`src/rtl/mips32_fetch_queue.sv`:
```
// Instruction prefetch queue in front of the IF/ID register: issues word fetches and buffers in-order replies tagged with NPC.
// Optional macro MIPS32_FQ_BYPASS_EN forwards a reply straight to the output when the queue is empty.

module mips32_fetch_queue_chk #(
  parameter int DEPTH = 4,
  parameter int CNT_W = 3
) (
  input logic             clk1,
  input logic             rst_n,
  input logic             push_i,
  input logic             pop_i,
  input logic [CNT_W-1:0] count_i
);
  // A push into a full queue without a matching pop means the issue reservation was broken.
  a_no_overflow: assert property (@(posedge clk1) disable iff (!rst_n)
    !(push_i && !pop_i && (count_i == CNT_W'(DEPTH))));
endmodule

module mips32_fetch_queue #(
  parameter int                DEPTH    = 4,
  parameter int                ADDR_W   = 10,
  parameter int                MAX_OUT  = 2,
  parameter logic [ADDR_W-1:0] RESET_PC = '0
) (
  input  logic              clk1,
  input  logic              rst_n,
  input  logic              halt,
  input  logic              redirect_valid,
  input  logic [ADDR_W-1:0] redirect_pc,
  output logic              mem_req,
  output logic [ADDR_W-1:0] mem_addr,
  input  logic              mem_gnt,
  input  logic              mem_rvalid,
  input  logic [31:0]       mem_rdata,
  output logic              instr_valid,
  output logic [31:0]       instr,
  output logic [ADDR_W-1:0] instr_npc,
  input  logic              instr_ready
);
  localparam int PTR_W = (DEPTH > 1) ? $clog2(DEPTH) : 1;
  localparam int CNT_W = $clog2(DEPTH + 1);
  localparam int OUT_W = $clog2(MAX_OUT + 1);
  localparam int OCC_W = CNT_W + 1;

  logic [ADDR_W-1:0] fetch_pc_q, fetch_pc_d;
  logic [ADDR_W-1:0] resp_pc_q, resp_pc_d;
  logic [OUT_W-1:0]  outstanding_q, outstanding_d;
  logic [OUT_W-1:0]  drop_cnt_q, drop_cnt_d;
  logic [CNT_W-1:0]  count_q, count_d;
  logic [PTR_W-1:0]  wr_ptr_q, wr_ptr_d;
  logic [PTR_W-1:0]  rd_ptr_q, rd_ptr_d;
  logic [31:0]       instr_mem_q [DEPTH];
  logic [ADDR_W-1:0] npc_mem_q   [DEPTH];

  logic [OCC_W-1:0]  occupancy_s;
  logic [ADDR_W-1:0] resp_npc_s;
  logic              issue_s;
  logic              grant_s;
  logic              accept_s;
  logic              head_valid_s;
  logic              bypass_s;
  logic              push_s;
  logic              pop_s;

  // Slots already promised: buffered entries plus replies that will actually be kept.
  assign occupancy_s  = OCC_W'(count_q) + OCC_W'(outstanding_q - drop_cnt_q);
  assign issue_s      = rst_n && !halt && !redirect_valid &&
                        (outstanding_q < OUT_W'(MAX_OUT)) && (occupancy_s < OCC_W'(DEPTH));
  assign grant_s      = issue_s && mem_gnt;
  assign accept_s     = mem_rvalid && (drop_cnt_q == '0) && !redirect_valid;
  assign head_valid_s = (count_q != '0);
  assign resp_npc_s   = resp_pc_q + ADDR_W'(1);

`ifdef MIPS32_FQ_BYPASS_EN
  assign bypass_s = accept_s && !head_valid_s;
`else
  assign bypass_s = 1'b0;
`endif

  assign pop_s  = head_valid_s && instr_ready && !redirect_valid;
  assign push_s = accept_s && !(bypass_s && instr_ready);

  assign mem_req     = issue_s;
  assign mem_addr    = fetch_pc_q;
  assign instr_valid = head_valid_s || bypass_s;
  assign instr       = bypass_s ? mem_rdata  : instr_mem_q[rd_ptr_q];
  assign instr_npc   = bypass_s ? resp_npc_s : npc_mem_q[rd_ptr_q];

  // Next-state for fetch/response pointers, in-flight accounting and queue occupancy.
  always_comb begin
    fetch_pc_d    = fetch_pc_q;
    resp_pc_d     = resp_pc_q;
    outstanding_d = outstanding_q;
    drop_cnt_d    = drop_cnt_q;
    count_d       = count_q;
    wr_ptr_d      = wr_ptr_q;
    rd_ptr_d      = rd_ptr_q;
    if (redirect_valid) begin
      // Every reply still owed after this cycle belongs to the old path.
      fetch_pc_d    = redirect_pc;
      resp_pc_d     = redirect_pc;
      outstanding_d = outstanding_q - OUT_W'(mem_rvalid);
      drop_cnt_d    = outstanding_q - OUT_W'(mem_rvalid);
      count_d       = '0;
      wr_ptr_d      = '0;
      rd_ptr_d      = '0;
    end else begin
      fetch_pc_d    = fetch_pc_q + ADDR_W'(grant_s);
      resp_pc_d     = accept_s ? resp_npc_s : resp_pc_q;
      outstanding_d = outstanding_q + OUT_W'(grant_s) - OUT_W'(mem_rvalid);
      drop_cnt_d    = (mem_rvalid && (drop_cnt_q != '0)) ? drop_cnt_q - OUT_W'(1) : drop_cnt_q;
      count_d       = count_q + CNT_W'(push_s) - CNT_W'(pop_s);
      wr_ptr_d      = wr_ptr_q + PTR_W'(push_s);
      rd_ptr_d      = rd_ptr_q + PTR_W'(pop_s);
    end
  end

  // Control state registers.
  always_ff @(posedge clk1 or negedge rst_n) begin
    if (!rst_n) begin
      fetch_pc_q    <= RESET_PC;
      resp_pc_q     <= RESET_PC;
      outstanding_q <= '0;
      drop_cnt_q    <= '0;
      count_q       <= '0;
      wr_ptr_q      <= '0;
      rd_ptr_q      <= '0;
    end else begin
      fetch_pc_q    <= fetch_pc_d;
      resp_pc_q     <= resp_pc_d;
      outstanding_q <= outstanding_d;
      drop_cnt_q    <= drop_cnt_d;
      count_q       <= count_d;
      wr_ptr_q      <= wr_ptr_d;
      rd_ptr_q      <= rd_ptr_d;
    end
  end

  // Queue storage; entries clear on reset so the head reads zero.
  always_ff @(posedge clk1 or negedge rst_n) begin
    if (!rst_n) begin
      for (int i = 0; i < DEPTH; i++) begin
        instr_mem_q[i] <= 32'd0;
        npc_mem_q[i]   <= '0;
      end
    end else if (push_s) begin
      instr_mem_q[wr_ptr_q] <= mem_rdata;
      npc_mem_q[wr_ptr_q]   <= resp_npc_s;
    end
  end

  mips32_fetch_queue_chk #(
    .DEPTH (DEPTH),
    .CNT_W (CNT_W)
  ) u_chk (
    .clk1    (clk1),
    .rst_n   (rst_n),
    .push_i  (push_s),
    .pop_i   (pop_s),
    .count_i (count_q)
  );

endmodule

```
`config.mk`:
```
export PLATFORM = sky130hd
export DESIGN_NAME = mips32_fetch_queue
export DESIGN_NICKNAME = d
export VERILOG_FILES = /design/src/rtl/mips32_fetch_queue.sv
export SDC_FILE = /design/constraint.sdc
export NUM_CORES = 1
export LEC_CHECK = 0
export CELL_PAD_IN_SITES_DETAIL_PLACEMENT = 1
export CELL_PAD_IN_SITES_GLOBAL_PLACEMENT = 2
export CORE_ASPECT_RATIO = 0.75
export CORE_UTILIZATION = 40
export DETAILED_ROUTE_END_ITERATION = 16
export PLACE_DENSITY_LB_ADDON = 0.1
export REMOVE_ABC_BUFFERS = 1
export SLEW_MARGIN = 20
export SYNTH_ARGS = -nofsm -noshare
export SYNTH_HDL_FRONTEND = slang
export SYNTH_SLANG_ARGS = --single-unit
```
`constraint.sdc`:
```
create_clock -name clk1 -period 3.42 [get_ports clk1]
set_input_delay 0.342 -clock clk1 [delete_from_list [all_inputs] [get_ports clk1]]
set_output_delay 0.342 -clock clk1 [all_outputs]
set_load 0.01 [all_outputs]
```
Word-level counts from Yosys, hierarchy flattened
Cells that the tools add are included.
Word-level totals
  register bits: 199
  output and inout bits: 54
  input port bits: 49
  word-level logic and storage cells: 73
Cells by class
  add/subtract/negate cells: 12
  $lt $le $gt $ge: 5
  reduce and logical (&&, ||, !) cells: 18
  mux-type cells: 21
  bitwise logic cells: 2
Operators by type and width (count)
  $bwmux 128: 1
  $mux 32: 3
  $bmux 32 s2: 1
  $demux 32 s2: 1
  $mux 10: 6
  $bwmux 40: 1
  $bmux 10 s2: 1
  $demux 10 s2: 1
  $logic_and 1x1->1: 11
  $add 10x1->10: 1
  $add 10x1->10 const B: 1
  $mux 2: 5
  $add 2x1->2: 3
  $ge 3x3->1 const B: 2
  $not 2->3: 2
  $reduce_bool 2->1: 3
  $add 3x4->4: 1
  $lt 4x3->1 const B: 1
  $sub 2x1->2: 2
  $add 3x1->3: 1
  $lt 3x1->1 const B: 1
  $mux 3: 1
  $reduce_bool 3->1: 1
  $sub 2x2->3: 1
  5 further kinds: 6

Longest topological paths before layout
Gate-level depths: netlist of the first run.
  depth in word-level cells: 9
  depth in mapped cells: 14
  depth with buffers taken out: 14

Worst setup path after synthesis of the first run
Ideal clock, no wire load.
  kind: register to register
  from: register outstanding_q[0]
  to: register fetch_pc_q[8], in the netlist mem_addr[8]
  buffers on the path: 0
  data arrival time: 3.017 ns
  required time: 3.338 ns
  setup time: 0.082 ns
  period minus slack after synthesis: 3.099 ns
  stages on the path, launching flop included: 14
  setup slack: 0.321 ns
  path through: dfrtp_1 inv_1 ha_1 inv_1 fa_1 ha_1 and3b_1 nor4_1 o31a_1 ha_1 ha_1 nand2_1 or4_1 a31oi_1
Between the ends
  longest elaborated chain between the ends: 7
  elaborated cells on any way between the ends: 9
  classes of those cells: add/sub (3); order compare (2); mux (1); reduce/logical (3)
RTL lines
  start, declared: line 47  | logic [OUT_W-1:0] outstanding_q, outstanding_d;
  start signal, assigned: line 131  | outstanding_q <= outstanding_d;
  $sub 2x2->3: line 66  | assign occupancy_s = OCC_W'(count_q) + OCC_W'(outstanding_q - drop_cnt_q);
  $add 3x4->4: line 66
  $lt 4x3->1: line 68  | (outstanding_q < OUT_W'(MAX_OUT)) && (occupancy_s < OCC_W'(DEPTH));
  $logic_and 1x1->1 (*): line 68
  $logic_and 1x1->1 (*): line 69  | assign grant_s = issue_s && mem_gnt;
  $add 10x1->10 (*): line 108  | fetch_pc_d = fetch_pc_q + ADDR_W'(grant_s);
  $mux 10 (*): line 98  | if (redirect_valid) begin
  named net fetch_pc_d[8]: line 45  | logic [ADDR_W-1:0] fetch_pc_q, fetch_pc_d;
  end signal, assigned: line 129  | fetch_pc_q <= fetch_pc_d;
  end, declared: line 45
The timed path passes the listed nets; every way through them passes the cells marked *.
A chain may end at the register's enable or synchronous reset.

Worst setup path in the final report of the first run
Same ends and word-level chain as after synthesis.

==> results of run 1 <==
[per-stage QoR]
stage          power (W)  utilization
6_report         0.00782        0.501
5_1_grt          0.00826        0.501
4_1_cts          0.00790        0.500
3_5_place_dp     0.00587        0.474
3_3_place_gp     0.00571        0.474
2_1_floorplan    0.00461            -
[timing repair]
| action | 4_1_cts | 5_1_grt |
|---|---|---|
| resized for setup | 2 | 4 |
| pin swaps | 2 | 1 |
| setup buffers | 0 | 0 |
| endpoints found under the setup margin | 1 | 2 |
[placed cells by master (no fill, tap or decap), types with 2 or more instances in the layout]
master / synthesis / routed
nand2b_1: 4 / 4
clkbuf_1: 15 / 2
xnor2_1: 10 / 10
and2_2: 0 / 2
or3_1: 10 / 10
a31oi_1: 31 / 31
dfrtp_1: 199 / 197
bufinv_16: 0 / 2
nor2b_1: 4 / 4
clkdlybuf4s50_1: 0 / 100
ha_1: 13 / 10
mux4_2: 42 / 42
a211oi_1: 2 / 2
clkinv_2: 0 / 3
a21oi_1: 23 / 23
and4_1: 2 / 2
nor2_1: 12 / 10
clkbuf_16: 0 / 17
xor2_1: 6 / 6
o31ai_1: 11 / 11
ha_2: 0 / 2
clkinvlp_4: 0 / 2
fa_1: 2 / 2
or4_1: 8 / 8
buf_12: 0 / 3
mux2_1: 4 / 4
o21ai_0: 17 / 17
nand4_1: 4 / 4
nand3_1: 10 / 10
nand2_1: 10 / 10
mux2i_1: 3 / 3
buf_4: 14 / 15
mux2_2: 142 / 142
inv_1: 17 / 17
clkbuf_8: 0 / 4
nor2_4: 0 / 2
[path summary, 6_finish.rpt]
check,from,to,slack (ps),cells after the start
min in group clk1,npc_mem_q[3],npc_mem_q[3],490,1
worst max-delay path,outstanding_q[0],mem_addr[8],210,13
worst max register to register,outstanding_q[0],mem_addr[8],210,13
worst min register to register,npc_mem_q[3],npc_mem_q[3],490,1
worst min-delay path,rst_n,npc_mem_q[18],80,2
max in group asynchronous,rst_n,rd_ptr_q[0],1810,3
[power breakdown]
part / total (W) / switching (W) / internal, W / leakage, nW
clock network: 0.00199 / 0.000863 / 0.00113 / 0.278
logic: 0.00259 / 0.00105 / 0.00154 / 1.97
registers: 0.00324 / 0.000355 / 0.00288 / 2.60
total: 0.00782 / 0.00227 / 0.00555 / 4.85
[critical path, cell delays in order (launching register included)]
cell	delay (ps)
dfrtp_1	380
inv_1	80
ha_1	150
inv_1	50
fa_1	480
ha_4	290
nand3b_1	110
a2111oi_4	360
o31a_1	210
ha_2	210
ha_2	180
nand2_1	60
or4_1	400
a31oi_1	160
[cell families after synthesis]
kind of cell	Yosys count	synth area share
compound gates	86	0.0573
xor+xnor	16	0.0152
fa+ha+maj	15	0.0220
buf+inv	60	0.0317
flops	199	0.540
mux	191	0.284
simple gates	77	0.0498
[metal layers]
metal | routed length (um) | part of all wire | vias up
li1 | - | - | 2591
met1 | 10500 | 0.47 | 3110
met2 | 10900 | 0.49 | 82
met3 | 816 | 0.036 | 8
met4 | 143 | 0.0064 | 0
met5 | 0 | 0 | -
[registers in the layout, summed over array words and instances, names as in the netlist]
signal         count
wr_ptr_q           2
npc_mem_q         40
outstanding_q      2
resp_pc_q         10
count_q            3
mem_addr          10
rd_ptr_q           2
instr_mem_q      128
drop_cnt_q         2
[area by class of cell]
class                   instances  share of cell area
clock inverters                 8             0.00882
flip-flops and latches        199               0.445
multi-input cells             385               0.357
clock buffers                  22              0.0423
repair buffers                121               0.108
well taps                     294              0.0328
inverters                      18             0.00603
==> metrics, run 1 <==
design area=11200 um2; GR Overflow Total=0; Period minus WS final=approximately 3200 ps; worst-margin pin slew=a little over 900 ps; clock slew seen by the registers of the worst setup and hold paths=70 ps; Multi-input gate area=4000 um2; initial core utilization=0.413; Residual DRC=0; die area=around 24000 um2; hold slack final=84.9 ps; Setup Total Neg Slack=0 ps; dpl hpwl=around 15 mm; Static Leak=a little under 5 nW; final hold vios=0; Crit. End Element=flip-flop; Cell Rows=47; Final Skew=8.44 ps; layout cells sized above 1=0.325; Crit Path Class=reg -> reg; YS warnings=0; Storage cell area=4980 um2; # IOs=103; busiest grt layer=met2; synthesized flop and latch total=between 150 and 200; Post-DP Area=10600 um2; initial DRC count=approximately 320; GR Layer Usage met1=0.289; number of global-route vias before repair=approximately 6600; Worst-Skew Late Latency=430 ps; Avg WL per Cell=21.4 um; Core Region=roughly 22000 um2; non-filler cells, final=around 1000; Max clock buf depth=2; post-synth cell types=43; die height=~130 um; H-tree depth=4; most common library cells after synthesis=199 x dfrtp_1, 142 x mux2_2, 42 x mux4_2; FMAX=312 MHz; worst path required time=3770 ps; Pre-antenna DRT Iters=4; initial antenna violation count=0; post-DR vias/cell=5.53; CTS buffer count=17; clk sinks=199; crit-path max FO=3; diode count=0; post-synth top area share=0.540; cell count after synthesis=approximately 640; fin crit share=0.939; synth-to-layout area growth=21.5%; Post-synth EDFFs=0; critical path launch point type=flip-flop; I/O Buffers=102; grt met2 use=0.325; Synth Area per Inst=14.3 um2; Yosys top cell by area=dfrtp_1; headroom to the max-slew limit=0.388; grt met3 use=0.0431; ranking of synthesized cells by area=dfrtp_1 54%, mux2_2 17%, mux4_2 10%, a31oi_1 2.1%, ha_1 1.8%; Fill cells=2209; Slew Viols, Final=0; Routed Antenna Nets=0; endpoints failing setup=0; outcome=finished clean; Final WS setup=210 ps; ys flop type=dfrtp_1; largest net degree at the start of global routing=78; GRT Total Usage=0.204; pre-CTS WS=between 100 and 150 ps; placed cell count=1017; clk root buf=clkbuf_16; CTS tree=built; Post-CTS Hold Buffers=0; Final GP Congestion=0.753; worst vdd ir=0.380 mV; most instantiated library cell after synthesis=dfrtp_1; sequential element share of the synthesized area=0.540; final WL=22.4 mm; critical path arrival=around 3600 ps; share of flip-flops with an asynchronous set or reset=1.00; Post-Syn Area=9220 um2; layout net count=806; via count=5791; first-pass GRT wire length=36.8 mm; power per cell area=698 nW/um2; Die X=177 um; Max-Cap Viols=0; Hold Path Class=in -> async
(Power assumes the default switching activity.)
==> run 2, diff against run 1 <==
--- a/config.mk
+++ b/config.mk
@@ -11,7 +11,6 @@
 export CORE_UTILIZATION = 40
 export DETAILED_ROUTE_END_ITERATION = 16
 export PLACE_DENSITY_LB_ADDON = 0.1
-export REMOVE_ABC_BUFFERS = 1
 export SLEW_MARGIN = 20
 export SYNTH_ARGS = -nofsm -noshare
 export SYNTH_HDL_FRONTEND = slang
==> run 2 against run 1 <==
- sequential power is essentially flat
- clock skew decreased by 0.72 ps
- die area unchanged
- utilization up 0.38 points
- critical endpoint unchanged
- routed wire length decreased by 1.1%
- non-clock buffer count fell by 4
- largest cell class unchanged
- combinational power is essentially flat
- flip-flop and latch count unchanged
- total power is 2.0% higher
- global-route usage is 0.12 points lower
- largest power group unchanged
==> metrics, run 2 (synthesis gave the netlist of run 1 again) <==
critical path arrival=3590 ps (+30 ps); Max clock buf depth=2 (unchanged); dpl hpwl=14.1 mm (-5.6%); largest net degree at the start of global routing=81 (+3.8%); Max-Cap Viols=0 (unchanged); # IOs=103 (unchanged); design area=11300 um2 (+0.75%); initial DRC count=212 (-33%); clk sinks=199 (unchanged); diode count=0 (unchanged); initial core utilization=0.413 (unchanged); Core Region=22300 um2 (unchanged); die area=23700 um2 (unchanged); Post-CTS Setup Bufs=0 (unchanged); critical path launch point type=flip-flop; I/O Buffers=102 (unchanged); Worst R2R Setup Slack=190 ps (-20 ps); placed cell count=1013 (-0.39%); Pre-antenna DRT Iters=6 (+2); die height=134 um (unchanged); first-pass GRT wire length=36.4 mm (-0.90%); layout net count=802 (-0.50%); synth-to-layout area growth=22.4%; Worst-Skew Late Latency=440 ps (about the same); Post-CTS Hold Buffers=0 (unchanged); post-DR vias/cell=5.53 (about the same); Setup Total Neg Slack=0 ps (unchanged); Largest register FFs=128 (unchanged); Cell Rows=47 (unchanged); Crit Reg-Reg Endpoint=mem_addr[8]; layout cells sized above 1=0.326 (+0.000866); worst-margin pin slew=797 ps (-121 ps); Crit Path Class=reg -> reg; H-tree depth=4 (unchanged); FMAX=310 MHz (-0.51%); Static Leak=4.86 nW (+0.16%); via count=5779 (-0.21%); Final GP Congestion=0.756 (+0.43%); cell count of the worst reg-to-reg path=13 (unchanged); CTS buffer count=17 (unchanged); GRT Total Usage=0.203 (-0.00123); Net Count, Synth=~700; clk root buf=clkbuf_16; non-filler cells, final=1045 (-0.19%); final hold vios=0 (unchanged); endpoints failing setup=0 (unchanged); headroom to the max-slew limit=0.468 (+0.0804); crit-path max FO=3 (unchanged); Residual DRC=0 (unchanged); Post-DP Area=10600 um2 (about the same); Routed Antenna Nets=0 (unchanged); Final Skew=7.73 ps (-0.716 ps); hold slack final=64.7 ps (-20.1 ps); largest registers=instr_mem_q x128, npc_mem_q x40; Most flops, register=instr_mem_q; GR Overflow Total=0 (unchanged); worst vdd ir=0.386 mV (+1.7%); RSZ-0062 raised after global routing=no; fin crit share=0.944 (+0.00485); worst path required time=3780 ps (about the same); Slew Viols, Final=0 (unchanged); initial antenna violation count=0 (unchanged); most frequent cells in the layout=197 x dfrtp_1, 142 x mux2_2, 100 x clkdlybuf4s50_1; Avg WL per Cell=21.2 um (-0.90%); origin of the critical flop-to-flop path=outstanding_q[0]; outcome=finished clean; Hold Path Class=in -> async; final WL=22.2 mm (-1.1%); most common cell after layout, fill and taps aside=dfrtp_1; number of global-route vias before repair=6445 (-2.2%); Die X=177 um (unchanged); Crit. End Element=flip-flop; Period minus WS final=3230 ps (+16.6 ps); CTS tree=built; power per cell area=707 nW/um2 (+1.3%); clock slew seen by the registers of the worst setup and hold paths=70 ps (about the same)
run 2: what timing repair did:
| item | CTS | global route |
|---|---|---|
| gates resized for setup | 5 | 5 |
| pin swaps | 3 | 4 |
| endpoints found under the setup margin | 1 | 2 |
run 2: worst max path at each step:
stage                                start          end  depth (start not counted)
after global routing      outstanding_q[0]  mem_addr[8]                         13
after floorplan           outstanding_q[0]  mem_addr[8]                         13
final                     outstanding_q[0]  mem_addr[8]                         13
after detailed placement  outstanding_q[0]  mem_addr[9]                         12
after CTS                 outstanding_q[0]      mem_req                          9
after global placement    outstanding_q[0]  mem_addr[8]                         13
run 2: area by class of cell:
type | instances | area [um2]
clock buffers | 19 | 433
clock inverters | 13 | 204
fillers | 2199 | 11100
inverters | 18 | 67.6
multi-input cells | 385 | 4010
flip-flops and latches | 199 | 4980
well taps | 294 | 368
repair buffers | 117 | 1220
run 2: per-stage QoR:
stage                     power (W)  utilization  setup slack, ps
after floorplan             0.00464            -              321
after global placement      0.00571        0.474              209
after detailed placement    0.00583        0.474             91.7
after CTS                   0.00810        0.504             3.58
after global routing        0.00844        0.505             2.04
final                       0.00798        0.505              193
run 2: critical path, cell delays in order, from the launching register on:
cell and delay [ps]:
dfrtp_1 390, inv_1 80, ha_1 140, inv_1 50, fa_1 440, ha_2 330, nand3b_1 120, a2111oi_4 400
o31a_1 180, ha_2 230, ha_4 150, nand2_1 70, or4_1 400, a31oi_1 180
run 2: metal layers:
metal  vias to the layer above  global-route usage  wire, um  part of all wire
li1                       2601                   -         -                 -
met1                      3068               0.284     10300              0.46
met2                       100               0.321     10700              0.48
met3                        10              0.0448      1010             0.046
met4                         0              0.0513       164            0.0074
met5                         -                   0         0                 0
run 2: where the power goes:
| part | total [W] | switching, W | internal [W] |
|---|---|---|---|
| Clock | 0.00219 | 0.000891 | 0.00130 |
| Sequential | 0.00324 | 0.000355 | 0.00288 |
| Combinational | 0.00256 | 0.00104 | 0.00152 |
==> run 3, diff against run 2 <==
--- a/config.mk
+++ b/config.mk
@@ -5,6 +5,7 @@
 export SDC_FILE = /design/constraint.sdc
 export NUM_CORES = 1
 export LEC_CHECK = 0
+export CAP_MARGIN = 20
 export CELL_PAD_IN_SITES_DETAIL_PLACEMENT = 1
 export CELL_PAD_IN_SITES_GLOBAL_PLACEMENT = 2
 export CORE_ASPECT_RATIO = 0.75
==> results of run 3 <==
No change in the layout: final DEF, timing and power equal those of run 2.
